## config.mk

```make
export PLATFORM = sky130hd
export DESIGN_NAME = usb2_endp_router
export DESIGN_NICKNAME = d
export VERILOG_FILES = /design/src/rtl/usb2_endp_router.sv
export SDC_FILE = /design/constraint.sdc
export NUM_CORES = 1
export LEC_CHECK = 0
export BUFFER_PORTS_ARGS = -buffer_cell sky130_fd_sc_hd__buf_2
export CAP_MARGIN = 20
export CORE_AREA = 4 4 125 127
export CTS_CLUSTER_DIAMETER = 50
export DETAILED_ROUTE_END_ITERATION = 16
export DIE_AREA = 0 0 129 131
export PLACE_DENSITY = 0.62
export SLEW_MARGIN = 15
export SYNTH_ARGS = -nofsm -noshare
export SYNTH_HDL_FRONTEND = slang
export SYNTH_SLANG_ARGS = --single-unit
```

## constraint.sdc

```tcl
create_clock -name phy_clk -period 7 [get_ports phy_clk]
set_input_delay 1.4 -clock phy_clk [delete_from_list [all_inputs] [get_ports phy_clk]]
set_output_delay 1.4 -clock phy_clk [all_outputs]
set_load 0.03 [all_outputs]
```

## src/rtl/usb2_endp_router.sv

```systemverilog
// usb2_endp_router
// Steers the USB 2.0 packet-layer buffer interface to one of NUM_EP endpoint
// buffers and returns that endpoint's status through registers. Also keeps
// the per-endpoint DATA0/DATA1 toggle and halt (STALL) state.
//
// Ports
//   phy_clk, reset          clock, async active-high reset
//   sel_endp                endpoint chosen by the packet layer
//   buf_in_* / buf_out_*    packet-side write and read paths (strobes in,
//                           registered status of the selected endpoint out)
//   data_toggle_act         advance the selected endpoint's toggle
//   toggle_clr_all          clear every toggle
//   halt_set/halt_clr/halt_ep  set or clear the halt of endpoint halt_ep
//   ep_*                    flattened per-endpoint buffer signals, EP n at [n*w +: w]
//   endp_mode, data_toggle, endp_valid, endp_halted  selected-endpoint info
//   fsm_state               selection FSM state, for observation
//
// Handshake: a strobe (wren/commit/arm/toggle act) is a one-cycle request that
// is forwarded only in ST_ACTIVE, when sel_endp still equals the latched
// selection, the endpoint exists and is not halted. A strobe presented in any
// other cycle is dropped, never held or replayed.
module usb2_endp_router #(
  parameter int                  NUM_EP   = 4,
  parameter int                  ADDR_W   = 9,
  parameter int                  LEN_W    = 10,
  parameter logic [2*NUM_EP-1:0] EP_MODES = 8'b10_10_10_00
) (
  input  logic                      phy_clk,
  input  logic                      reset,
  input  logic [3:0]                sel_endp,
  input  logic [ADDR_W-1:0]         buf_in_addr,
  input  logic [7:0]                buf_in_data,
  input  logic                      buf_in_wren,
  input  logic                      buf_in_commit,
  input  logic [LEN_W-1:0]          buf_in_commit_len,
  output logic                      buf_in_ready,
  output logic                      buf_in_commit_ack,
  input  logic [ADDR_W-1:0]         buf_out_addr,
  input  logic                      buf_out_arm,
  output logic [7:0]                buf_out_q,
  output logic [LEN_W-1:0]          buf_out_len,
  output logic                      buf_out_hasdata,
  output logic                      buf_out_arm_ack,
  input  logic                      data_toggle_act,
  input  logic                      toggle_clr_all,
  input  logic                      halt_set,
  input  logic                      halt_clr,
  input  logic [3:0]                halt_ep,
  output logic [NUM_EP*ADDR_W-1:0]  ep_buf_in_addr,
  output logic [NUM_EP*8-1:0]       ep_buf_in_data,
  output logic [NUM_EP-1:0]         ep_buf_in_wren,
  output logic [NUM_EP-1:0]         ep_buf_in_commit,
  output logic [NUM_EP*LEN_W-1:0]   ep_buf_in_commit_len,
  input  logic [NUM_EP-1:0]         ep_buf_in_ready,
  input  logic [NUM_EP-1:0]         ep_buf_in_commit_ack,
  output logic [NUM_EP*ADDR_W-1:0]  ep_buf_out_addr,
  output logic [NUM_EP-1:0]         ep_buf_out_arm,
  input  logic [NUM_EP*8-1:0]       ep_buf_out_q,
  input  logic [NUM_EP*LEN_W-1:0]   ep_buf_out_len,
  input  logic [NUM_EP-1:0]         ep_buf_out_hasdata,
  input  logic [NUM_EP-1:0]         ep_buf_out_arm_ack,
  output logic [1:0]                endp_mode,
  output logic [1:0]                data_toggle,
  output logic                      endp_valid,
  output logic                      endp_halted,
  output logic [1:0]                fsm_state
);

  localparam logic [4:0] NUM_EP_L = 5'(NUM_EP);
  localparam logic [1:0] MODE_ISO = 2'b01;

  typedef enum logic [1:0] {
    ST_RST    = 2'd0,
    ST_SETTLE = 2'd1,
    ST_ACTIVE = 2'd2
  } state_t;

  state_t            state, state_nxt;
  logic [3:0]        sel_q, sel_nxt;
  logic [NUM_EP-1:0] toggles, tog_nxt;
  logic [NUM_EP-1:0] halts, halt_nxt;

  // EP0 is always a control endpoint whatever the mode table says.
  function automatic logic [1:0] ep_mode(input int n);
    if (n == 0) return 2'b00;
    return EP_MODES[2*n +: 2];
  endfunction

  // Selection FSM: every change of sel_endp costs one guard cycle in ST_SETTLE.
  always_ff @(posedge phy_clk or posedge reset) begin
    if (reset) begin
      state <= ST_RST;
      sel_q <= 4'd0;
    end else begin
      state <= state_nxt;
      sel_q <= sel_nxt;
    end
  end

  always_comb begin
    state_nxt = state;
    sel_nxt   = sel_q;
    case (state)
      ST_RST:    state_nxt = ST_SETTLE;
      ST_SETTLE: begin
        sel_nxt   = sel_endp;
        state_nxt = ST_ACTIVE;
      end
      ST_ACTIVE: if (sel_endp != sel_q) state_nxt = ST_SETTLE;
      default:   state_nxt = ST_RST;
    endcase
  end

  assign fsm_state = state;

  // Selected-endpoint view. An out-of-range sel_q matches no endpoint, so all
  // of these stay 0 for it.
  logic             valid;
  logic             sel_halt, sel_tog, sel_ready, sel_cack, sel_hasdata, sel_aack;
  logic [1:0]       sel_mode;
  logic [7:0]       sel_rq;
  logic [LEN_W-1:0] sel_len;

  assign valid = (state != ST_RST) && ({1'b0, sel_q} < NUM_EP_L);

  always_comb begin
    sel_halt    = 1'b0;
    sel_tog     = 1'b0;
    sel_mode    = 2'b00;
    sel_ready   = 1'b0;
    sel_cack    = 1'b0;
    sel_rq      = '0;
    sel_len     = '0;
    sel_hasdata = 1'b0;
    sel_aack    = 1'b0;
    for (int n = 0; n < NUM_EP; n++) begin
      if (sel_q == 4'(n)) begin
        sel_halt    = halts[n];
        sel_tog     = toggles[n];
        sel_mode    = ep_mode(n);
        sel_ready   = ep_buf_in_ready[n];
        sel_cack    = ep_buf_in_commit_ack[n];
        sel_rq      = ep_buf_out_q[n*8 +: 8];
        sel_len     = ep_buf_out_len[n*LEN_W +: LEN_W];
        sel_hasdata = ep_buf_out_hasdata[n];
        sel_aack    = ep_buf_out_arm_ack[n];
      end
    end
  end

  logic pass, ret_en, ep0_setup;

  // The sel_endp == sel_q term drops a strobe arriving in the same cycle as a
  // selection change, before the FSM has even left ST_ACTIVE.
  assign pass      = (state == ST_ACTIVE) && (sel_endp == sel_q) && valid && !sel_halt;
  assign ret_en    = (state == ST_ACTIVE) && valid && !sel_halt;
  // EP0 commit seen even while halted: a new SETUP clears the control STALL.
  assign ep0_setup = (state == ST_ACTIVE) && (sel_endp == sel_q) && (sel_q == 4'd0) &&
                     buf_in_commit;

  // Forward path to the endpoints.
  always_comb begin
    ep_buf_in_addr       = '0;
    ep_buf_in_data       = '0;
    ep_buf_in_wren       = '0;
    ep_buf_in_commit     = '0;
    ep_buf_in_commit_len = '0;
    ep_buf_out_addr      = '0;
    ep_buf_out_arm       = '0;
    for (int n = 0; n < NUM_EP; n++) begin
      if (valid && sel_q == 4'(n)) begin
        ep_buf_in_addr[n*ADDR_W +: ADDR_W]     = buf_in_addr;
        ep_buf_in_data[n*8 +: 8]               = buf_in_data;
        ep_buf_in_commit_len[n*LEN_W +: LEN_W] = buf_in_commit_len;
        ep_buf_out_addr[n*ADDR_W +: ADDR_W]    = buf_out_addr;
        ep_buf_in_wren[n]                      = pass & buf_in_wren;
        ep_buf_in_commit[n]                    = pass & buf_in_commit;
        ep_buf_out_arm[n]                      = pass & buf_out_arm;
      end
    end
  end

  // Toggle and halt bookkeeping. Later assignments win: set beats clear beats
  // the EP0 auto-clear, and toggle_clr_all beats everything.
  always_comb begin
    tog_nxt  = toggles;
    halt_nxt = halts;
    for (int n = 0; n < NUM_EP; n++) begin
      if (pass && data_toggle_act && sel_q == 4'(n) && ep_mode(n) != MODE_ISO)
        tog_nxt[n] = ~toggles[n];
      if (halt_clr && !halt_set && halt_ep == 4'(n)) tog_nxt[n] = 1'b0;
      if (toggle_clr_all) tog_nxt[n] = 1'b0;
      if (n == 0 && ep0_setup) halt_nxt[n] = 1'b0;
      if (halt_clr && halt_ep == 4'(n)) halt_nxt[n] = 1'b0;
      if (halt_set && halt_ep == 4'(n)) halt_nxt[n] = 1'b1;
    end
  end

  always_ff @(posedge phy_clk or posedge reset) begin
    if (reset) begin
      toggles <= '0;
      halts   <= '0;
    end else begin
      toggles <= tog_nxt;
      halts   <= halt_nxt;
    end
  end

  // Registered return path. The capture is gated so a value taken while the
  // selection was settling can never surface for the new endpoint.
  logic             r_ready, r_cack, r_hasdata, r_aack;
  logic [7:0]       r_q;
  logic [LEN_W-1:0] r_len;

  always_ff @(posedge phy_clk or posedge reset) begin
    if (reset) begin
      r_ready   <= 1'b0;
      r_cack    <= 1'b0;
      r_q       <= '0;
      r_len     <= '0;
      r_hasdata <= 1'b0;
      r_aack    <= 1'b0;
    end else begin
      r_ready   <= ret_en & sel_ready;
      r_cack    <= ret_en & sel_cack;
      r_q       <= ret_en ? sel_rq : '0;
      r_len     <= ret_en ? sel_len : '0;
      r_hasdata <= ret_en & sel_hasdata;
      r_aack    <= ret_en & sel_aack;
    end
  end

  assign buf_in_ready      = ret_en & r_ready;
  assign buf_in_commit_ack = ret_en & r_cack;
  assign buf_out_q         = ret_en ? r_q : '0;
  assign buf_out_len       = ret_en ? r_len : '0;
  assign buf_out_hasdata   = ret_en & r_hasdata;
  assign buf_out_arm_ack   = ret_en & r_aack;

  assign endp_valid  = valid;
  assign endp_halted = valid & sel_halt;
  assign endp_mode   = valid ? sel_mode : 2'b00;
  assign data_toggle = (valid && sel_mode != MODE_ISO) ? {1'b0, sel_tog} : 2'b00;

endmodule

```

# Word level (Yosys, flattened, before mapping)
# Index checks and enable logic that the tools add are counted.
[word_totals]
in_bits = 141
out_inout_bits = 186
regBits = 36
word_cells = 182
[classes]
n_eq_ne = 12
reduce_logical = 45
order_cmp = 1
mux = 92
bitwise = 16
[ops]
columns = ["operator", "count"]
rows = [
  ["10-bit two-way mux", 10],
  ["8-bit two-way mux", 10],
  ["9-bit two-way mux", 8],
  ["1-bit two-way mux", 58],
  ["1-bit logical AND", 31],
  ["4-bit by 2-bit == test with 1-bit output, second input constant", 4],
  ["3-bit nonzero test", 5],
  ["1-bit AND", 12],
  ["2-bit two-way mux", 5],
  ["4-bit by 1-bit == test with 1-bit output, second input constant", 2],
  ["4-bit zero test", 2],
  ["2-bit nonzero test", 4],
  ["2-bit one-hot mux with 3 select lines", 1],
  ["4-bit == test", 1],
  ["4-bit by 3-bit < comparator with 1-bit output, second input constant", 1],
  ["4-bit inequality test", 1],
  ["1-bit NOT", 4],
  ["2-bit by 1-bit == test with 1-bit output, second input constant", 1],
  ["2-bit == test, second input constant", 1],
  ["1-bit zero test", 2],
  ["2-bit zero test", 1],
  ["2-bit by 1-bit inequality test with 1-bit output, second input constant", 1],
  ["2-bit inequality test, second input constant", 1],
]

# Longest topological paths before layout
# Gate-level depths: netlist (run 1).
[depth]
depth_word = 12
ltp_mapped = 6
mapped_depth_nobuf = 4

# Worst setup path after synthesis (run 1)
# No wires, ideal clock.
[synth_path]
path_type = "input-to-output"
startpoint = "input sel_endp[2]"
endpoint = "output ep_buf_in_commit[1]"
arrival_time_ps = 3505
stages = 6
slack_ps = 2095
path_buffers = 2
t_required_ps = 5600
path_cell_list = "xor2_1 or4_1 buf_2 or4_4 buf_6 nor3_1"
[synth_via]
elab_chain_len = 6
[synth_rtl]
columns = ["element", "line_no", "text"]
rows = [
  ["start, declared", "30", "input logic [3:0] sel_endp,"],
  ["4-bit == test", "155", "assign pass = (state == ST_ACTIVE) && (sel_endp == sel_q) && valid && !sel_halt;"],
  ["1-bit logical AND (3 in a row)", "155", ""],
  ["1-bit AND", "177", "ep_buf_in_commit[n] = pass & buf_in_commit;"],
  ["1-bit two-way mux", "171", "if (valid && sel_q == 4'(n)) begin"],
  ["end, declared", "52", "output logic [NUM_EP-1:0] ep_buf_in_commit,"],
]
# No other way between the ends.

# Worst setup path in the final report (run 1)
[layout_path]
startpoint = "input sel_endp[2]"
endpoint = "output ep_buf_in_commit[2]"
# Same word-level chain as after synthesis.

==> results of run 1 <==
metrics by stage:
step | hold WS, ps | instances | setup WS (ps) | power (mW)
final | 501.3 | 908 | 2215 | 1.452
after global routing | 534.5 | 907 | 2088 | 1.551
after CTS | 510.8 | 907 | 2210 | 1.460
after detailed placement | 501.5 | 899 | 2223 | 1.238
after global placement | 477.3 | 899 | 2242 | 1.243
after floorplan | 468.7 | 435 | 2095 | 0.9643
worst reg2reg max path, cell delays in order, from the launching register on:
cell and delay, ps:
dfrtp_1 910, or3b_2 690, o22ai_1 560, or4_1 690
nor2_1 130
worst max-delay path by stage:
stage                start                   to  slack (ps)
3_5_place_dp   sel_endp[2]    ep_buf_in_wren[0]        2220
5_1_grt        sel_endp[2]  ep_buf_in_commit[0]        2090
3_3_place_gp   sel_endp[2]    ep_buf_in_wren[3]        2240
2_1_floorplan  sel_endp[2]  ep_buf_in_commit[1]        2100
4_1_cts        sel_endp[2]  ep_buf_in_commit[2]        2210
6_report       sel_endp[2]  ep_buf_in_commit[2]        2210
metal layers:
metal,wire [um],GRT usage,vias up
li1,-,-,2148
met1,5606,0.1868,2058
met2,7545,0.2796,212
met3,1268,0.02561,14
met4,172,0.03459,0
met5,0,0,-
Yosys cell counts, drive strengths merged (3+ instances only):
library cell / n
nor2: 41
buf: 8
or4: 3
nand3: 7
a221oi: 11
mux2: 16
nor4b: 3
nand2b: 5
a222oi: 12
inv: 7
a31oi: 3
mux2i: 17
nor4: 6
dfrtp: 36
and2: 22
xor2: 4
nor3: 13
nand2: 13
and3: 144
o21ai: 6
clkbuf: 45
logic make-up (layout without fill, tap and decap cells):
kind of cell	count (synthesis)	count (layout)	share of synthesized area
XOR/XNOR	4	4	0.01045
AO/OA/AOI/OAI	36	36	0.08694
multiplexers	33	33	0.1045
other	1	3	0.001118
AND/OR/NAND/NOR	264	264	0.4552
buffers and inverters	60	348	0.07313
flip-flops	36	36	0.2687
where the power goes:
group / switching, mW / internal [mW] / leakage [nW] / total (mW)
sequential: 0.0867 / 0.234 / 0.481 / 0.321
clock: 0.0837 / 0.131 / 0.0736 / 0.215
combinational: 0.608 / 0.308 / 2.92 / 0.916
sequential cells by signal, summed over array words and instances, names as in the netlist:
name / cells
r_len: 10
r_q: 8
halts: 4
sel_q: 4
toggles: 4
fsm_state: 2
r_aack: 1
r_cack: 1
r_hasdata: 1
r_ready: 1
layout make-up:
class	instances	area, um2
Fill cell	1560	9190
Multi-Input combinational cell	339	2241
Timing Repair Buffer	333	1689
Sequential cell	36	900.9
Tap cell	184	230.2
Clock buffer	5	125.1
Inverter	7	26.28
Clock inverter	3	18.77
Antenna cell	1	2.502
==> key figures, run 1 <==
Clock tree
  – Post-CTS Setup Inserts: 0
  – Root Buffer: clkbuf_16
  – CTS tree: done
  – TritonCTS buffer count: 5
  – Longest Clk Path Bufs: 2
  – Clk Latency, worst-skew pair: 280 ps
  – CTS Hold Buffers Added: 0
  – Clock slew at reported path FFs: 60 ps
  – Cts repair resizes: 0
  – Clk sinks: 36
  – H-tree Lvls: 2

Finish
  – Most frequent cells in the layout: buf_2, and3_1, nor2_1
  – Design Area, Final: 5234 um2
  – Most common cell after layout, fill and taps aside: buf_2
  – Fraction of layout cells with a size suffix above 1: 0.5076
  – Final Util: 0.3629
  – Layout area overhead: 56.08%
  – Final nets: 863

STA
  – Max-slew violations: 0
  – Worst Skew: 2.595 ps
  – Setup violations, final: 0
  – Relative slew slack: 0.2905
  – RSZ-0062 raised after global routing: false
  – Fmax: 209.0 MHz
  – Final worst path period share: 0.6836
  – Final sum of negative setup slack: 0 ps
  – Least-Margin Pin Slew: 1064 ps
  – Count of final hold-check violations: 0
  – Min Tclk post-route: 4785 ps

Floorplan
  – Core area: 14,420 um2
  – Initial core utilization: 0.2325
  – Die span in y: 131 um
  – Die Wd: 129 um
  – # rows: 44
  – Num ports: 327
  – Die ar.: 16,900 um2

Critical path
  – FF-to-FF Start: sel_q[1]
  – Critical path endpoint category: primary output
  – Worst path arrival time: 3390 ps
  – WP buf/inv: 2
  – Worst-path cell chain: buf_2 > xor2_1 > or4_1 > or4_4 > nor3_1 > buf_2
  – Most used cell, CP: buf_2
  – Reg2reg setup slack: 3880 ps
  – CP required: 5600 ps
  – FF-to-FF path depth: 4
  – CP max stage delay: 690 ps
  – Top delay family on crit path: simple AND/OR/NAND/NOR gates
  – CP Launch Type: input port
  – Levels on crit path: 6
  – Critical-path top delay cell: or4_1
  – Worst R2R End: r_q[5]
  – Crit-path max FO: 12
  – Crit path kind: input port to primary output

Synthesis
  – Synth top area cells: and3_1, dfrtp_1, mux2_2
  – Top cell type's share of synthesized area: 0.2687
  – Sequential share of the synthesized area: 0.2687
  – Asr flop ratio synth: 1.000
  – Primary FF master, synth: dfrtp_1
  – Synth cell types: 38
  – Cell count after synthesis: 434
  – Syn avg cell area: 7.726 um2
  – Dominant cell type by area after synthesis: and3_1
  – Mapped Area: 3353 um2
  – Register bit total from synthesis: 36
  – Ys Warns: 0
  – Number of flops mapped to enable cells by yosys: 0

Power and ir drop
  – Peak supply drop: 0.1539 mV
  – Static Leakage: 3.472 nW
  – Cell Pwr Density: 277.4 nW/um2

Min path
  – Worst Min Path Start: fsm_state[0]
  – Hold WC Path Type: register to register
  – Hold path endpoint: fsm_state[0]
  – Hold Path Stages: 1

Routing
  – DRT antenna net count: 0
  – Routed len/inst: 16.07 um
  – DRC Markers: 0
  – Drt via density: 4.881
  – First-pass DRT Iterations: 8
  – Initial DRC count: 276
  – Final WL: 14,590 um
  – Via count: 4,432

Placed design
  – DP HPWL: 11,300 um
  – Port Buffers: 324
  – Dpl cell area: 5087 um2
  – Routability cong.: 0.7663

Outcome
  – Status: finished, final reports clean

Global routing
  – Total GRT Usage: 0.1525
  – Pin count of the biggest net entering global routing: 153
  – Vias in the first global route: 3,956
  – First-pass GRT wire length: 20,950 um
  – Initial antenna violation count: 0
  – Total gr overflow: 0

Run
  – Maxcap violations: 0
No activity file was read; power rests on OpenSTA's default activity.
==> run 2, diff against run 1 <==
--- a/config.mk
+++ b/config.mk
@@ -5,13 +5,14 @@
 export SDC_FILE = /design/constraint.sdc
 export NUM_CORES = 1
 export LEC_CHECK = 0
+export ABC_AREA = 1
 export BUFFER_PORTS_ARGS = -buffer_cell sky130_fd_sc_hd__buf_2
 export CAP_MARGIN = 20
-export CORE_AREA = 4 4 125 127
+export CORE_AREA = 4 4 124 126
 export CTS_CLUSTER_DIAMETER = 50
 export DETAILED_ROUTE_END_ITERATION = 16
-export DIE_AREA = 0 0 129 131
-export PLACE_DENSITY = 0.62
+export DIE_AREA = 0 0 128 130
+export PLACE_DENSITY = 0.64
 export SLEW_MARGIN = 15
 export SYNTH_ARGS = -nofsm -noshare
 export SYNTH_HDL_FRONTEND = slang
==> constraint.sdc (replaced) <==
create_clock -name phy_clk -period 3.9 [get_ports phy_clk]
set_input_delay 0.78 -clock phy_clk [delete_from_list [all_inputs] [get_ports phy_clk]]
set_output_delay 0.78 -clock phy_clk [all_outputs]
set_load 0.03 [all_outputs]
==> run 2 against run 1 <==
Cell count increased by 17%. Power is 64% higher. Worst setup slack got worse by 1500 ps. Cell area decreased by 2.1%. Clock power grew 120%. Synthesized area decreased by 3.7%. Critical path type is now register to primary output. Largest power group unchanged.
==> key figures, run 2 <==
Global routing
  – Total gr overflow: 0 (unchanged)
  – First-pass GRT wire length: 20,630 um (was 20,950 um)
  – Total GRT Usage: 0.1532 (was 0.1525)
  – Vias in the first global route: 4,039 (was 3,956)
  – Initial antenna violation count: 1 (was 0)
  – Pin count of the biggest net entering global routing: 45 (was 153)

STA
  – Count of final hold-check violations: 0 (unchanged)
  – Final worst path period share: 0.8149
  – Final sum of negative setup slack: 0 ps (unchanged)
  – Min Tclk post-route: 3178 ps
  – Max-slew violations: 0 (unchanged)
  – Worst hold slack: 511.5 ps (was 501.3 ps)
  – Setup violations, final: 0 (unchanged)
  – Worst Skew: 7.124 ps (was 2.595 ps)
  – Least-Margin Pin Slew: 794.1 ps (was 1064 ps)
  – RSZ-0062 raised after global routing: false (unchanged)
  – Fmax: 314.7 MHz
  – Relative slew slack: 0.4693 (was 0.2905)

Synthesis
  – Register bit total from synthesis: 36 (unchanged)
  – Mapped Area: 3228 um2 (was 3353 um2)
  – Synth cell types: 30 (was 38)
  – Sequential share of the synthesized area: 0.2791 (was 0.2687)
  – Cell count after synthesis: 574 (was 434)
  – Number of flops mapped to enable cells by yosys: 0 (unchanged)
  – Synth top cells by count: nor2_1, nand2_1, inv_1 (was and3_1, clkbuf_1, nor2_1)
  – Count leader, synth: nor2_1 (was and3_1)
  – Primary FF master, synth: dfrtp_1 (unchanged)
  – Synth top area cells: dfrtp_1, nor2_1, nand2_1 (was and3_1, dfrtp_1, mux2_2)
  – Top cell type's share of synthesized area: 0.2791 (was 0.2687)
  – Ys Warns: 0 (unchanged)
  – Syn avg cell area: 5.624 um2 (was 7.726 um2)
  – Dominant cell type by area after synthesis: dfrtp_1 (was and3_1)
  – Asr flop ratio synth: 1.000 (unchanged)

Floorplan
  – Num ports: 327 (unchanged)
  – Die span in y: 130 um (was 131 um)
  – Die Wd: 128 um (was 129 um)
  – Die ar.: 16,640 um2 (was 16,900 um2)
  – Initial core utilization: 0.2255 (was 0.2325)
  – # rows: 44 (unchanged)
  – Core area: 14,310 um2 (was 14,420 um2)

Clock tree
  – TritonCTS buffer count: 5 (unchanged)
  – CTS Hold Buffers Added: 0 (unchanged)
  – Clk Latency, worst-skew pair: 280 ps (about the same)
  – CTS tree: done (unchanged)
  – Longest Clk Path Bufs: 2 (unchanged)
  – Root Buffer: clkbuf_16 (unchanged)
  – Cts repair resizes: 0 (unchanged)
  – Clock slew at reported path FFs: 60 ps (about the same)
  – H-tree Lvls: 2 (unchanged)
  – Clk sinks: 36 (unchanged)
  – Post-CTS Setup Inserts: 0 (unchanged)

Critical path
  – CP max stage delay: 460 ps (was 690 ps)
  – CP Launch Type: register (was input port)
  – WP buf/inv: 3 (was 2)
  – Critical path endpoint category: primary output (unchanged)
  – Crit path kind: register to primary output (was input port to primary output)
  – Top delay family on crit path: simple AND/OR/NAND/NOR gates (unchanged)
  – FF-to-FF Start: sel_q[1] (unchanged)
  – Critical-path top delay cell: nand2_1 (was or4_1)
  – Reg2reg setup slack: 1960 ps (was 3880 ps)
  – Worst path arrival time: 2400 ps (was 3390 ps)
  – CP required: 3120 ps (was 5600 ps)
  – Crit-path max FO: 21 (was 12)
  – Worst R2R End: r_q[0] (was r_q[5])
  – FF-to-FF path depth: 7 (was 4)
  – Worst-path cell chain: nor2_4 > o21ai_2 > inv_2 > nand2_1 > buf_4 > nor2_1 > buf_2 (was buf_2 > xor2_1 > or4_1 > or4_4 > nor3_1 > buf_2)

Placed design
  – Routability cong.: 0.7817 (was 0.7663)
  – DP HPWL: 11,660 um (was 11,300 um)
  – Port Buffers: 324 (unchanged)

Routing
  – Final WL: 14,350 um (was 14,590 um)
  – DRT antenna net count: 0 (unchanged)
  – Drt via density: 4.216 (was 4.881)
  – Via count: 4,494 (was 4,432)
  – DRC Markers: 0 (unchanged)
  – First-pass DRT Iterations: 4 (was 8)
  – Initial DRC count: 208 (was 276)
  – Routed len/inst: 13.46 um (was 16.07 um)

Finish
  – Largest register FFs: 10 (unchanged)
  – Largest regs: r_len (10), r_q (8) (unchanged)
  – Final nets: 1,022 (was 863)
  – Most common cell after layout, fill and taps aside: buf_2 (unchanged)
  – Diode count: 0 (was 1)
  – Filler cell count: 1,597 (was 1,560)
  – Most frequent cells in the layout: buf_2, nor2_1, nand2_1 (was buf_2, and3_1, nor2_1)
  – Fraction of layout cells with a size suffix above 1: 0.4048 (was 0.5076)
  – Top reg by flops: r_len (unchanged)
  – Layout area overhead: 58.72% (was 56.08%)

Power and ir drop
  – Static Leakage: 3.269 nW (was 3.472 nW)
  – Peak supply drop: 0.1724 mV (was 0.1539 mV)
  – Cell Pwr Density: 463.4 nW/um2 (was 277.4 nW/um2)
  – Overall power: 2.374 mW (was 1.452 mW)

Run
  – Maxcap violations: 0 (unchanged)

Min path
  – Hold WC Path Type: input port to async pin (was register to register)

Outcome
  – Status: finished, final reports clean (unchanged)
run 2: changes by cell type in the layout (fill, tap and decap cells not counted), sizes merged, moves of 11 or more:
cell,previous run,this run
a222oi,12,0
and3,144,0
a21oi,1,25
nor2,41,197
nand2,13,104
nand3,7,25
inv,7,91
mux2,16,0
o21ai,6,30
mux2i,17,0
a221oi,11,0
and2,22,0
run 2: worst max path at each step:
stage                           to  cells after the start        start
2_1_floorplan  ep_buf_in_commit[0]                      9  sel_endp[1]
3_3_place_gp     ep_buf_out_arm[0]                     11  sel_endp[1]
3_5_place_dp     ep_buf_out_arm[0]                     11  sel_endp[1]
4_1_cts         ep_buf_out_addr[1]                      7     sel_q[3]
5_1_grt          ep_buf_in_addr[2]                      7     sel_q[3]
6_report        ep_buf_out_addr[1]                      7     sel_q[3]
run 2: cells by family after synthesis:
logic type      Yosys count  synth area share
simple gates            343            0.4329
buf+inv                 125            0.1674
compound gates           63            0.1031
flops                    36            0.2791
xor+xnor                  6           0.01628
other cells               1          0.001162
run 2: layer usage:
metal,part of all wire,global-route usage
met5,0.00049,0
met4,0.0040,0.02372
met3,0.087,0.03193
met2,0.49,0.2733
met1,0.41,0.1946
run 2: power breakdown:
part	total [mW]	internal, mW	leakage, nW	switching (mW)
Clock	0.464	0.304	0.0804	0.161
Combinational	1.41	0.399	2.71	1.01
Sequential	0.503	0.441	0.480	0.0619
run 2: worst reg2reg max path: stages, from the launching register on:
cell	delay, ps
dfrtp_1	440
inv_1	260
nor2_1	90
nand3_1	70
nand2_1	90
nor3_2	180
inv_2	310
nor3_1	380
run 2: layout make-up:
cell class | count | area, um2 | area share
multi-input cells | 414 | 1790 | 0.3495
repair buffers | 333 | 1689 | 0.3297
flip-flops and latches | 36 | 900.9 | 0.1758
inverters | 91 | 341.6 | 0.06667
well taps | 184 | 230.2 | 0.04493
clock buffers | 5 | 125.1 | 0.02442
clock inverters | 3 | 46.29 | 0.009035
run 2: per-stage QoR:
step	util	setup WS (ps)	instance area [um2]	instances
2_1_floorplan	-	1296	3232	575
3_3_place_gp	0.3460	900.3	4952	1058
3_5_place_dp	0.3460	849.6	4952	1058
4_1_cts	0.3580	715.4	5124	1066
5_1_grt	0.3580	529.4	5124	1066
6_report	0.3580	721.9	5124	1066
==> run 3, diff against run 2 <==
--- a/config.mk
+++ b/config.mk
@@ -5,14 +5,14 @@
 export SDC_FILE = /design/constraint.sdc
 export NUM_CORES = 1
 export LEC_CHECK = 0
-export ABC_AREA = 1
+export ABC_AREA = 0
 export BUFFER_PORTS_ARGS = -buffer_cell sky130_fd_sc_hd__buf_2
 export CAP_MARGIN = 20
 export CORE_AREA = 4 4 124 126
 export CTS_CLUSTER_DIAMETER = 50
 export DETAILED_ROUTE_END_ITERATION = 16
 export DIE_AREA = 0 0 128 130
-export PLACE_DENSITY = 0.64
+export PLACE_DENSITY = 0.65
 export SLEW_MARGIN = 15
 export SYNTH_ARGS = -nofsm -noshare
 export SYNTH_HDL_FRONTEND = slang
==> constraint.sdc (replaced) <==
create_clock -name phy_clk -period 2.85 [get_ports phy_clk]
set_input_delay 0.57 -clock phy_clk [delete_from_list [all_inputs] [get_ports phy_clk]]
set_output_delay 0.57 -clock phy_clk [all_outputs]
set_load 0.03 [all_outputs]
==> run 3 against run 2 <==
The run now ends with setup timing left. Worst hold slack worse by 120 ps. Cell count is 14% lower. Via count is 1.6% higher. Cell area is 11% higher. Sequential power is 28% higher. Worst setup slack worse by 800 ps. Core utilization is 4.0 points higher. Highest routed layer unchanged. Clock-buffer cell count stayed put. Power is 68% higher. Sequential share of layout area is 1.7 points lower.
==> key figures, run 3 (synthesis results as in run 1) <==
STA
  – Max-slew violations: 0 (unchanged)
  – RSZ-0062 raised after global routing: true (was false)
  – Count of final hold-check violations: 0 (unchanged)
  – Worst hold slack: 394.0 ps (was 511.5 ps)
  – Worst Skew: 4.373 ps (was 7.124 ps)
  – Final worst path period share: 1.029
  – Relative slew slack: 0.4713 (was 0.4693)
  – Fmax: 341.0 MHz
  – Least-Margin Pin Slew: 782.1 ps (was 794.1 ps)
  – Min Tclk post-route: 2933 ps
  – Final sum of negative setup slack: -436.5 ps (was 0 ps)
  – Worst setup margin: -82.89 ps (was 721.9 ps)
  – Setup violations, final: 8 (was 0)

Routing
  – DRC Markers: 0 (unchanged)
  – Via count: 4,564 (was 4,494)
  – Initial DRC count: 196 (was 208)
  – Drt via density: 4.950 (was 4.216)
  – Final WL: 15,560 um (was 14,350 um)
  – DRT antenna net count: 0 (unchanged)
  – Routed len/inst: 16.87 um (was 13.46 um)
  – First-pass DRT Iterations: 7 (was 4)

Finish
  – Final nets: 878 (was 1,022)
  – Most common cell after layout, fill and taps aside: buf_2 (unchanged)
  – Largest register FFs: 10 (unchanged)
  – Most frequent cells in the layout: buf_2, and3_1, nor2_1 (was buf_2, nor2_1, nand2_1)
  – Fraction of layout cells with a size suffix above 1: 0.5407 (was 0.4048)
  – Layout area overhead: 69.78% (was 58.72%)
  – Finished Layout Cells: 922 (was 1,066)
  – Design Area, Final: 5693 um2 (was 5124 um2)
  – Filler cell count: 1,528 (was 1,597)
  – Top reg by flops: r_len (unchanged)
  – Largest regs: r_len (10), r_q (8) (unchanged)
  – Diode count: 0 (unchanged)

Power and ir drop
  – Cell Int Power: 1.953 mW (was 1.144 mW)
  – Overall power: 3.996 mW (was 2.374 mW)
  – Static Leakage: 3.673 nW (was 3.269 nW)
  – Seq pwr share: 0.161 (was 0.212)
  – Peak supply drop: 0.3941 mV (was 0.1724 mV)
  – Switching share of power: 0.5112 (was 0.5183)
  – Cell Pwr Density: 701.9 nW/um2 (was 463.4 nW/um2)
  – Sw Pwr: 2.043 mW (was 1.231 mW)
  – Combinational cell fraction of total power: 0.683 (was 0.593)
  – Clock power frac: 0.156 (was 0.196)

Critical path
  – WP buf/inv: 2 (was 3)
  – CP max stage delay: 620 ps (was 460 ps)
  – CP required: 2280 ps (was 3120 ps)
  – FF-to-FF path depth: 6 (was 7)
  – Worst R2R End: toggles[0] (was r_q[0])
  – Crit-path max FO: 6 (was 21)
  – Top delay family on crit path: simple AND/OR/NAND/NOR gates (unchanged)
  – Reg2reg setup slack: 870 ps (was 1960 ps)
  – Worst-path cell chain: buf_6 > xor2_1 > or4_4 > or4_4 > nor3_4 > buf_6 (was nor2_4 > o21ai_2 > inv_2 > nand2_1 > buf_4 > nor2_1 > buf_2)
  – CP Launch Type: input port (was register)
  – Critical path endpoint category: primary output (unchanged)
  – Crit path kind: input port to primary output (was register to primary output)
  – Critical-path top delay cell: or4_4 (was nand2_1)
  – Worst path arrival time: 2360 ps (was 2400 ps)
  – FF-to-FF Start: sel_q[0] (was sel_q[1])

Outcome
  – Status: finished, violations left (was finished, final reports clean)
  – Failing checks: setup timing

Placed design
  – Placed cells: 912 (was 1,058)
  – Dpl cell area: 5328 um2 (was 4952 um2)
  – DP HPWL: 11,800 um (was 11,660 um)
  – Routability cong.: 0.7600 (was 0.7817)
  – Port Buffers: 324 (unchanged)

Floorplan
  – Die ar.: 16,640 um2 (unchanged)
  – Die span in y: 130 um (unchanged)
  – Num ports: 327 (unchanged)
  – Initial core utilization: 0.2343 (was 0.2255)
  – # rows: 44 (unchanged)
  – Core area: 14,310 um2 (unchanged)
  – Die Wd: 128 um (unchanged)

Global routing
  – Pin count of the biggest net entering global routing: 144 (was 45)
  – First-pass GRT wire length: 22,730 um (was 20,630 um)
  – Total gr overflow: 0 (unchanged)
  – Vias in the first global route: 4,288 (was 4,039)
  – Initial antenna violation count: 2 (was 1)
  – Total GRT Usage: 0.1698 (was 0.1532)

Clock tree
  – CTS Hold Buffers Added: 0 (unchanged)
  – CTS tree: done (unchanged)
  – Clk sinks: 36 (unchanged)
  – Clock slew at reported path FFs: 50 ps (was 60 ps)
  – Longest Clk Path Bufs: 2 (unchanged)
  – Clk Latency, worst-skew pair: 280 ps (about the same)
  – Root Buffer: clkbuf_16 (unchanged)
  – TritonCTS buffer count: 5 (unchanged)
  – H-tree Lvls: 2 (unchanged)

Run
  – Maxcap violations: 0 (unchanged)

Min path
  – Hold WC Path Type: input port to async pin (unchanged)
run 3: changes by cell type in the layout (fill, tap and decap cells not counted), sizes merged, moves of 13 or more:
cell	previous run	this run
nor2	197	41
and3	0	144
nand2	104	13
inv	91	7
a21oi	25	1
o21ai	30	6
and2	0	22
nand3	25	7
mux2i	0	17
mux2	0	16
buf	333	346
run 3: worst max-delay path by stage:
stage | start | to | cells after the start
5_1_grt | sel_q[1] | ep_buf_in_commit[3] | 5
6_report | sel_endp[2] | ep_buf_out_arm[2] | 6
2_1_floorplan | sel_endp[2] | ep_buf_in_commit[1] | 6
4_1_cts | sel_q[1] | ep_buf_in_wren[0] | 5
3_3_place_gp | sel_endp[2] | ep_buf_in_wren[2] | 6
3_5_place_dp | sel_endp[2] | ep_buf_in_wren[0] | 6
run 3: layer usage:
| metal | routed length [um] | up-vias | track usage |
|---|---|---|---|
| met5 | 33 | - | 0 |
| met4 | 167 | 4 | 0.04120 |
| met3 | 1257 | 14 | 0.03397 |
| met2 | 8239 | 208 | 0.3179 |
| met1 | 5860 | 2152 | 0.1984 |
| li1 | - | 2186 | - |
run 3: layout make-up:
cell class	count	area, um2	share of cell area
Multi-Input combinational cell	340	2426	0.4262
Timing Repair Buffer	347	1941	0.3409
Sequential cell	36	902.1	0.1585
Tap cell	184	230.2	0.04044
Clock buffer	5	125.1	0.02198
Clock inverter	3	42.54	0.007473
Inverter	7	26.28	0.004615
run 3: power groups by stage:
stage          combinational, mW  sequential (mW)  clock [mW]
3_5_place_dp                2.59            0.629           0
2_1_floorplan               1.74            0.652           0
3_3_place_gp                2.58            0.628           0
5_1_grt                     2.94            0.651       0.667
4_1_cts                     2.62            0.620       0.643
6_report                    2.73            0.643       0.624
run 3: metrics by stage:
| stage | util | worst slack, ps |
|---|---|---|
| 2_1_floorplan | - | -78.44 |
| 3_3_place_gp | 0.3722 | -209.4 |
| 3_5_place_dp | 0.3722 | -240.7 |
| 4_1_cts | 0.3901 | -160.3 |
| 5_1_grt | 0.3977 | -116.7 |
| 6_report | 0.3977 | -82.89 |
run 3: timing repair:
action	in CTS	in global routing
resized for setup	25	16
endpoints found under the setup margin	34	177
setup buffers	0	0
gates cloned	1	1
pin swaps	2	7
run 3: worst register-to-register path: cells and delay by family (launching register included):
kind	cells	cell delay, ps
buffers and inverters	2	440
flip-flops	1	450
multiplexers	1	230
AND/OR/NAND/NOR	3	790
